[src/rtl/keypad_emu_pkg.sv]
// Shared types and helpers for the keypad emulator: FSM state encoding and key-code field extraction.
package keypad_emu_pkg;

    localparam int KEY_W = 4;
    localparam int ROWS  = 4;
    localparam int COLS  = 4;

    typedef enum logic [2:0] {
        IDLE,
        SETTLE,
        READY,
        HOLD,
        GAP
    } state_e;

    function automatic logic [1:0] key_row(input logic [KEY_W-1:0] code);
        return code[3:2];
    endfunction

    function automatic logic [1:0] key_col(input logic [KEY_W-1:0] code);
        return code[1:0];
    endfunction

endpackage

[src/rtl/keypad_emu_matrix.sv]
// Registered column-to-row response of the emulated key, including contact bounce
// when KEYPAD_BOUNCE_EN is defined.
module keypad_emu_matrix
    import keypad_emu_pkg::*;
`ifdef KEYPAD_BOUNCE_EN
#(
    parameter int BOUNCE_CYCLES = 256
)
`endif
(
    input  logic             clk,
    input  logic             reset,
    input  state_e           state_d_i,
    input  logic [KEY_W-1:0] code_d_i,
    input  logic [COLS-1:0]  col_i,
`ifdef KEYPAD_BOUNCE_EN
    input  logic [31:0]      elapsed_i,
`endif
    output logic [ROWS-1:0]  row_o
);

    logic            contact;
    logic [ROWS-1:0] row_d;
    logic [ROWS-1:0] row_q;

    always_comb begin
        contact = (state_d_i == SETTLE) || (state_d_i == READY) || (state_d_i == HOLD);
`ifdef KEYPAD_BOUNCE_EN
        // Chatter with period 8 while inside the bounce window of SETTLE or GAP.
        if (elapsed_i < 32'(BOUNCE_CYCLES)) begin
            if (state_d_i == SETTLE) contact = ~elapsed_i[2];
            if (state_d_i == GAP)    contact =  elapsed_i[2];
        end
`endif
        for (int r = 0; r < ROWS; r++) begin
            row_d[r] = ~(contact && (key_row(code_d_i) == 2'(r)) && !col_i[key_col(code_d_i)]);
        end
    end

    always_ff @(posedge clk or posedge reset) begin
        if (reset) row_q <= '1;
        else       row_q <= row_d;
    end

    assign row_o = row_q;

endmodule

[src/rtl/keypad_emulator.sv]
// 4x4 keypad responder: press-sequence FSM with dwell counters driving an emulated key and dat_ready.
// Optional contact bounce is enabled by defining KEYPAD_BOUNCE_EN.
module keypad_emulator
    import keypad_emu_pkg::*;
#(
    parameter int SETTLE_CYCLES = 5400,
    parameter int READY_CYCLES  = 5400,
    parameter int HOLD_CYCLES   = 5400,
    parameter int GAP_CYCLES    = 5400,
    parameter int BOUNCE_CYCLES = 256
)(
    input  logic             clk,
    input  logic             reset,
    input  logic [COLS-1:0]  col_i,
    input  logic [KEY_W-1:0] key_code_i,
    input  logic             press_req_i,
    output logic             req_ready_o,
    output logic [ROWS-1:0]  row_o,
    output logic             dat_ready_o,
    output logic             busy_o,
    output logic             done_o
);

    localparam int MAX_AB = (SETTLE_CYCLES > READY_CYCLES) ? SETTLE_CYCLES : READY_CYCLES;
    localparam int MAX_CD = (HOLD_CYCLES > GAP_CYCLES) ? HOLD_CYCLES : GAP_CYCLES;
    localparam int MAX_P  = (MAX_AB > MAX_CD) ? MAX_AB : MAX_CD;
    localparam int CNT_W  = (MAX_P > 1) ? $clog2(MAX_P) : 1;

    if (SETTLE_CYCLES < 1 || READY_CYCLES < 1 || HOLD_CYCLES < 1 || GAP_CYCLES < 1
        || BOUNCE_CYCLES < 0) begin : g_bad_params
        $error("keypad_emulator: dwell parameters must be >= 1");
    end

    state_e           state_q, state_d;
    logic [CNT_W-1:0] cnt_q, cnt_d;
    logic [KEY_W-1:0] code_q, code_d;
    logic             dat_ready_q, done_q;

    // Each state counts down from its dwell length minus one and leaves on zero.
    always_comb begin
        state_d = state_q;
        cnt_d   = cnt_q;
        code_d  = code_q;
        unique case (state_q)
            IDLE: begin
                if (press_req_i) begin
                    state_d = SETTLE;
                    cnt_d   = CNT_W'(SETTLE_CYCLES - 1);
                    code_d  = key_code_i;
                end
            end
            SETTLE: begin
                if (cnt_q == '0) begin
                    state_d = READY;
                    cnt_d   = CNT_W'(READY_CYCLES - 1);
                end else cnt_d = cnt_q - 1'b1;
            end
            READY: begin
                if (cnt_q == '0) begin
                    state_d = HOLD;
                    cnt_d   = CNT_W'(HOLD_CYCLES - 1);
                end else cnt_d = cnt_q - 1'b1;
            end
            HOLD: begin
                if (cnt_q == '0) begin
                    state_d = GAP;
                    cnt_d   = CNT_W'(GAP_CYCLES - 1);
                end else cnt_d = cnt_q - 1'b1;
            end
            GAP: begin
                if (cnt_q == '0) state_d = IDLE;
                else             cnt_d   = cnt_q - 1'b1;
            end
            default: begin
                state_d = IDLE;
                cnt_d   = '0;
            end
        endcase
    end

    always_ff @(posedge clk or posedge reset) begin
        if (reset) begin
            state_q     <= IDLE;
            cnt_q       <= '0;
            code_q      <= '0;
            dat_ready_q <= 1'b0;
            done_q      <= 1'b0;
        end else begin
            state_q     <= state_d;
            cnt_q       <= cnt_d;
            code_q      <= code_d;
            dat_ready_q <= (state_d == READY);
            done_q      <= (state_q == GAP) && (cnt_q == '0);
        end
    end

`ifdef KEYPAD_BOUNCE_EN
    logic [31:0] elapsed_d;
    int          len_d;

    // Cycles already spent in the upcoming state, recovered from the down-counter.
    always_comb begin
        len_d = 1;
        unique case (state_d)
            SETTLE:  len_d = SETTLE_CYCLES;
            READY:   len_d = READY_CYCLES;
            HOLD:    len_d = HOLD_CYCLES;
            GAP:     len_d = GAP_CYCLES;
            default: len_d = 1;
        endcase
        elapsed_d = 32'(len_d - 1) - 32'(cnt_d);
    end

    keypad_emu_matrix #(
        .BOUNCE_CYCLES(BOUNCE_CYCLES)
    ) u_matrix (
        .clk       (clk),
        .reset     (reset),
        .state_d_i (state_d),
        .code_d_i  (code_d),
        .col_i     (col_i),
        .elapsed_i (elapsed_d),
        .row_o     (row_o)
    );
`else
    keypad_emu_matrix u_matrix (
        .clk       (clk),
        .reset     (reset),
        .state_d_i (state_d),
        .code_d_i  (code_d),
        .col_i     (col_i),
        .row_o     (row_o)
    );
`endif

    assign req_ready_o = (state_q == IDLE);
    assign busy_o      = (state_q != IDLE);
    assign dat_ready_o = dat_ready_q;
    assign done_o      = done_q;

endmodule
[config.mk]
export PLATFORM = sky130hd
export DESIGN_NAME = keypad_emulator
export DESIGN_NICKNAME = d
export VERILOG_FILES = /design/src/rtl/keypad_emu_pkg.sv /design/src/rtl/keypad_emu_matrix.sv /design/src/rtl/keypad_emulator.sv
export SDC_FILE = /design/constraint.sdc
export NUM_CORES = 1
export LEC_CHECK = 0
export BUFFER_PORTS_ARGS = -buffer_cell sky130_fd_sc_hd__buf_2
export CAP_MARGIN = 20
export CORE_AREA = 2 2 68 70
export DETAILED_ROUTE_END_ITERATION = 16
export DIE_AREA = 0 0 70 72
export PLACE_DENSITY = 0.54
export SYNTH_ARGS = -nofsm -noshare
export SYNTH_HDL_FRONTEND = slang
export SYNTH_SLANG_ARGS = --single-unit
export TNS_END_PERCENT = 50
[constraint.sdc]
create_clock -name clk -period 3.94 [get_ports clk]
set_input_delay 0.394 -clock clk [delete_from_list [all_inputs] [get_ports clk]]
set_output_delay 0.394 -clock clk [all_outputs]
set_load 0.1 [all_outputs]
==> results.sh, run 1 <==
export IMPL_chipWidth_um=70
export IMPL_cts_max_level=1
export IMPL_path_max_fanout=8
export IMPL_cp_required_ns=4.11
export IMPL_n_fill_cell=444
export IMPL_portBuffers=18
export IMPL_hold_buffers=0
export IMPL_worst_pin_slew_ns=0.668
export IMPL_drt_iter0_markers=50
export IMPL_synth_cells=154
export IMPL_clkLatencyLatePin_ns=0.27
export IMPL_fp_row_count=24
export IMPL_grt_max_degree=27
export IMPL_dp_hpwl_mm=2.41
export IMPL_cp_startpoint="cnt_q[0]$_DFFE_PP0P_"
export IMPL_areaGrowthSynthToFinish_pct=12.5
export IMPL_setup_tns_ns=0
export IMPL_fmax_mhz=378
export IMPL_p_leak_nw=0.694
export IMPL_vias_per_cell=5.58
export IMPL_rsz0062_at_grt="no"
export IMPL_nets=180
export IMPL_yosysTopAreaCellShare=0.375
export IMPL_synth_seq_cells=26
export IMPL_initial_core_util=0.344
export IMPL_peakVddDrop_v=0.000206
export IMPL_vias=1223
export IMPL_clockRootBuffer="clkbuf_8"
export IMPL_final_layout_size_suffix_gt1_frac=0.228
export IMPL_ys_types=52
export IMPL_path_class="register to register"
export IMPL_power_density_mw_per_mm2=527
export IMPL_switching_power_w=0.000323
export IMPL_grt_pass1_wl_mm=5.47
export IMPL_post_route_cell_area_mm2=0.00165
export IMPL_switching_share=0.371
export IMPL_cts_sinks=26
export IMPL_cap_violations=0
export IMPL_drc=0
export IMPL_setup_violations_final=0
export IMPL_fp_coreArea_mm2=0.00426
export IMPL_path_delay_family="simple AND/OR/NAND/NOR gates"
export IMPL_syn_nets=166
export IMPL_fin_crit_sh=0.671
export IMPL_min_path_type="primary input to async pin"
export IMPL_fin_skew_ns=0.00403
export IMPL_hold_violations=0
export IMPL_finalCriticalPeriod_ns=2.65
export IMPL_dominantRegCellSynth="dfrtp_1"
export IMPL_die_y_um=72
export IMPL_pwr_share_clk=0.202
export IMPL_antenna_left=0
export IMPL_cts_resized=0
export IMPL_cp_num_buf_inv=1
export IMPL_ios=19
export IMPL_wl_per_cell_um=15.0
export IMPL_synth_area_leaders="dfrtp_1 (38%), dfstp_2 (7.2%), o21ai_0 (3.4%), nand2_1 (3.3%), nor2_1 (3.1%)"
export IMPL_die_area_mm2=0.00504
export IMPL_cts_setup_buffers=0
export IMPL_seq_area_um2=656
export IMPL_dpl_cell_area_mm2=0.00157
export IMPL_grt_util_all_layers=0.138
export IMPL_outcome="completed"
export IMPL_clockBufferDepth=2
export IMPL_gp_congestion=0.796
export IMPL_tritoncts="done"
export IMPL_multiInputGateArea_um2=736
export IMPL_clk_pin_slew_ns=0.09
export IMPL_finalMaxSlewViolations=0
export IMPL_rr_startpoint="cnt_q[0]$_DFFE_PP0P_"
export IMPL_async_reset_ff_frac=1.00
export IMPL_synth_warnings=0
export IMPL_slowest_delay_ns=0.56
export IMPL_synth_edf_count=0
export IMPL_drtPass1Iterations=4
export IMPL_sequentialPowerShare=0.497
export IMPL_p_int_w=0.000547
export IMPL_routed_wl_mm=3.29
export IMPL_startpoint_type="register"
export IMPL_grt_overflow_total=0
export IMPL_num_antenna_cells=0
export IMPL_antenna_found_initial=0
export IMPL_cp_data_arrival_time_ns=2.81
export IMPL_syn_area_per_cell_um2=9.53
export IMPL_yosys_area_top_type="dfrtp_1"
export IMPL_end_kind="register"
export IMPL_pwr_share_comb=0.301
export IMPL_cts_buffers=3
export IMPL_syn_area_mm2=0.00147
export IMPL_ys_seq_area_frac=0.447
export IMPL_grt_pass1_vias=1136
export IMPL_cpMaxStageDelayCell="nor4b_1"
export IMPL_max_slew_margin=0.552
export IMPL_path_cells="inv_1 > ha_1 > nor4b_1 > nand3_1 > a21boi_0 > o21ai_0 > a22o_1"
==> final timing paths <==
kind                                               end  slack, ns  cells after the start
max                              cnt_q[11]$_DFFE_PP0P_       1.29                      7
min                               cnt_q[4]$_DFFE_PP0P_       0.04                      2
max reg2reg                      cnt_q[11]$_DFFE_PP0P_       1.29                      7
min reg2reg                        code_q[1]$_DFF_PP0_       0.51                      1
max in group asynchronous  u_matrix.row_o[0]$_DFF_PP1_       3.42                      3
min in group clk                   code_q[0]$_DFF_PP0_       0.37                      2
==> through the flow <==
stage / power [W] / setup WS (ns) / hold slack, ns / utilization / cells
floorplan: 0.000634 / 0.859 / 0.431 / - / 154
global placement: 0.000685 / 1.52 / 0.489 / 0.368 / 214
detailed placement: 0.000694 / 1.35 / 0.492 / 0.368 / 214
CTS: 0.000875 / 1.34 / 0.368 / 0.381 / 218
global route: 0.000931 / 1.12 / 0.0633 / 0.387 / 219
finish: 0.000870 / 1.29 / 0.0443 / 0.387 / 219
==> worst reg2reg max path, stage by stage (launching register included) <==
cell and delay, ns:
dfrtp_1 0.43, inv_1 0.10, ha_1 0.21, nor4b_1 0.56, nand3_1 0.41, a21boi_0 0.42, o21ai_0 0.15, a22o_1 0.27
==> layout by cell type, fill, tap and decap left out, types with 3 or more instances in the layout <==
| master | instances |
|---|---|
| a21boi_0 | 3 |
| a21oi_1 | 6 |
| a22o_1 | 4 |
| buf_2 | 18 |
| clkbuf_8 | 4 |
| dfrtp_1 | 22 |
| dfstp_2 | 4 |
| inv_1 | 6 |
| nand2_1 | 13 |
| nand3_1 | 6 |
| nor2_1 | 12 |
| nor3_1 | 8 |
| nor4_1 | 3 |
| o21ai_0 | 10 |
| xnor2_1 | 3 |
==> flip-flops by register name (all words and copies together) (netlist names) <==
name	count
code_q	4
cnt_q	13
done_o	1
u_matrix.row_o	4
state_q	3
dat_ready_o	1
==> final cells by class <==
cell class	instances	area share
clock buffers	4	0.0333
inverters	6	0.0136
multi-input cells	112	0.445
flip-flops and latches	26	0.397
well taps	52	0.0394
repair buffers	19	0.0712
==> power by group through the flow <==
stage          sequential (W)  combinational (W)  clock (W)
2_1_floorplan        0.000431           0.000203          0
3_3_place_gp         0.000433           0.000252          0
3_5_place_dp         0.000433           0.000261          0
4_1_cts              0.000430           0.000261   0.000183
5_1_grt              0.000446           0.000291   0.000194
6_report             0.000433           0.000262   0.000176
==> Yosys cell counts, drive strengths merged (2+ instances only) <==
cell	instances
a21boi	3
o31ai	2
mux2	3
nand2	13
nor4	3
or4b	2
a22o	4
dfstp	4
nand2b	2
nor2	12
dfrtp	22
xnor2	3
nand3	6
a21oi	6
clkbuf	7
a31oi	2
and3	2
nand3b	2
o41ai	2
inv	6
buf	3
or3	2
nor3	9
o21ai	11
and2	2
==> logic make-up (layout without fill, tap and decap cells) <==
| family | count (synthesis) | in the layout | share of synthesized area |
|---|---|---|---|
| buffers and inverters | 16 | 29 | 0.0520 |
| AOI/OAI and AO/OA | 43 | 43 | 0.205 |
| and+or+nand+nor | 60 | 60 | 0.222 |
| adders and majority gates | 1 | 1 | 0.00852 |
| muxes | 5 | 5 | 0.0477 |
| xor gates and xnor gates | 3 | 3 | 0.0179 |
| DFF | 26 | 26 | 0.447 |
==> routing by layer <==
metal / track usage / wire (µm)
met1: 0.180 / 1510
met2: 0.235 / 1610
met3: 0.0181 / 119
met4: 0.0513 / 53
met5: 0 / 0
(Power assumes the default switching activity.)
==> run 2: changes to the inputs <==
- PLACE_DENSITY: 0.54 -> 0.56
- clock period: 3.94 -> 2.3 ns (I/O delays scaled with it)
==> run 2 against run 1 <==
Effect of this change: fmax up 20%; sequential share of layout area down 1.2 points; global-route usage rose by 0.47 points; sequential power is 71% higher; die area stayed put; non-clock buffer count rose by 9; cell count increased by 4.1%; critical path type unchanged; highest routed layer unchanged.
==> results.sh, run 2 (synthesis results as in run 1) <==
export IMPL_outcome="completed"
export IMPL_drt_iter0_markers=53
export IMPL_routed_wl_mm=3.37
export IMPL_startpoint_type="register"
export IMPL_clkLatencyLatePin_ns=0.28
export IMPL_worst_pin_slew_ns=0.921
export IMPL_grt_pass1_vias=1225
export IMPL_wl_per_cell_um=14.8
export IMPL_p_leak_nw=0.720
export IMPL_chipWidth_um=70
export IMPL_initial_core_util=0.344
export IMPL_multiInputGateArea_um2=736
export IMPL_fin_crit_sh=0.959
export IMPL_die_y_um=72
export IMPL_clockBufferDepth=2
export IMPL_grt_max_degree=25
export IMPL_clk_pin_slew_ns=0.10
export IMPL_cts_max_level=1
export IMPL_min_path_type="primary input to async pin"
export IMPL_tritoncts="done"
export IMPL_cts_resized=0
export IMPL_hold_violations=0
export IMPL_die_area_mm2=0.00504
export IMPL_end_kind="register"
export IMPL_seq_area_um2=656
export IMPL_most_common_layout_cells="dfrtp_1 (22), buf_2 (18), nand2_1 (13), nor2_1 (12)"
export IMPL_power_density_mw_per_mm2=881
export IMPL_rsz0062_at_grt="no"
export IMPL_cts_sinks=26
export IMPL_antenna_found_initial=0
export IMPL_whs_ns=0.136
export IMPL_slowest_delay_ns=0.60
export IMPL_antenna_left=0
export IMPL_path_cells="or4b_4 > mux2_4 > mux4_2 > nor3b_2 > nand2_1"
export IMPL_regMostFlops="cnt_q"
export IMPL_vias_per_cell=5.50
export IMPL_path_max_fanout=5
export IMPL_cp_data_arrival_time_ns=2.41
export IMPL_finalMaxSlewViolations=0
export IMPL_largest_reg_flops=13
export IMPL_final_layout_size_suffix_gt1_frac=0.273
export IMPL_peakVddDrop_v=0.000397
export IMPL_setup_violations_final=0
export IMPL_grt_overflow_total=0
export IMPL_areaGrowthSynthToFinish_pct=16.0
export IMPL_setup_tns_ns=0
export IMPL_gp_congestion=0.845
export IMPL_finalCriticalPeriod_ns=2.21
export IMPL_grt_pass1_wl_mm=5.83
export IMPL_hold_buffers=0
export IMPL_cap_violations=0
export IMPL_cts_setup_buffers=0
export IMPL_fin_skew_ns=0.00774
export IMPL_cp_required_ns=2.50
export IMPL_grt_util_all_layers=0.142
export IMPL_drtPass1Iterations=4
export IMPL_vias=1254
export IMPL_fmax_mhz=453
export IMPL_num_antenna_cells=0
export IMPL_path_class="register to register"
export IMPL_ios=19
export IMPL_nets=189
export IMPL_dp_hpwl_mm=2.51
export IMPL_max_slew_margin=0.386
export IMPL_fp_row_count=24
export IMPL_cts_buffers=3
export IMPL_fp_coreArea_mm2=0.00426
export IMPL_clockRootBuffer="clkbuf_8"
export IMPL_cpMaxStageDelayCell="or4b_4"
export IMPL_n_fill_cell=433
export IMPL_drc=0
export IMPL_final_common_cell="dfrtp_1"
export IMPL_portBuffers=18
## run 2: path summary, 6_finish.rpt
path	start	to	slack, ns	cells after the start
max in group asynchronous	reset	u_matrix.row_o[2]$_DFF_PP1_	1.48	3
hold / removal	reset	code_q[1]$_DFF_PP0_	0.14	2
setup reg to reg	state_q[1]$_DFF_PP0_	u_matrix.row_o[3]$_DFF_PP1_	0.09	5
min in group clk	key_code_i[0]	code_q[0]$_DFF_PP0_	0.21	2
setup / recovery	state_q[1]$_DFF_PP0_	u_matrix.row_o[3]$_DFF_PP1_	0.09	5
hold reg to reg	code_q[1]$_DFF_PP0_	code_q[1]$_DFF_PP0_	0.52	1
## run 2: report_power, final
group          switching (W)  total (W)  internal, W
combinational       0.000250   0.000455     0.000205
sequential          0.000155   0.000739     0.000584
clock               0.000153   0.000306     0.000153
## run 2: through the flow
stage / cells / setup WS (ns) / utilization / total power [W] / cell area, µm²
4_1_cts: 228 / 0.0872 / 0.399 / 0.00151 / 1700
3_5_place_dp: 224 / 0.117 / 0.386 / 0.00120 / 1650
2_1_floorplan: 154 / 0.0582 / - / 0.00109 / 1480
5_1_grt: 228 / 0.0223 / 0.399 / 0.00161 / 1700
6_report: 228 / 0.0933 / 0.399 / 0.00150 / 1700
3_3_place_gp: 224 / 0.185 / 0.386 / 0.00119 / 1650
## run 2: cell type report
class	instances	share of cell area
multi-input cells	112	0.432
flip-flops and latches	26	0.385
repair buffers	28	0.0970
clock buffers	4	0.0323
well taps	52	0.0382
inverters	6	0.0154
## run 2: critical path, delay by kind of cell (launching register included)
kind / cells / cell delay, ns
AND/OR/NAND/NOR: 3 / 0.94
multiplexers: 2 / 0.81
flip-flops: 1 / 0.39
## run 2: layer usage
layer | vias to the layer above | track usage | part of all wire
li1 | 613 | - | -
met1 | 593 | 0.179 | 0.46
met2 | 41 | 0.254 | 0.47
met3 | 7 | 0.0250 | 0.053
met4 | 0 | 0.0406 | 0.014
met5 | - | 0 | 0
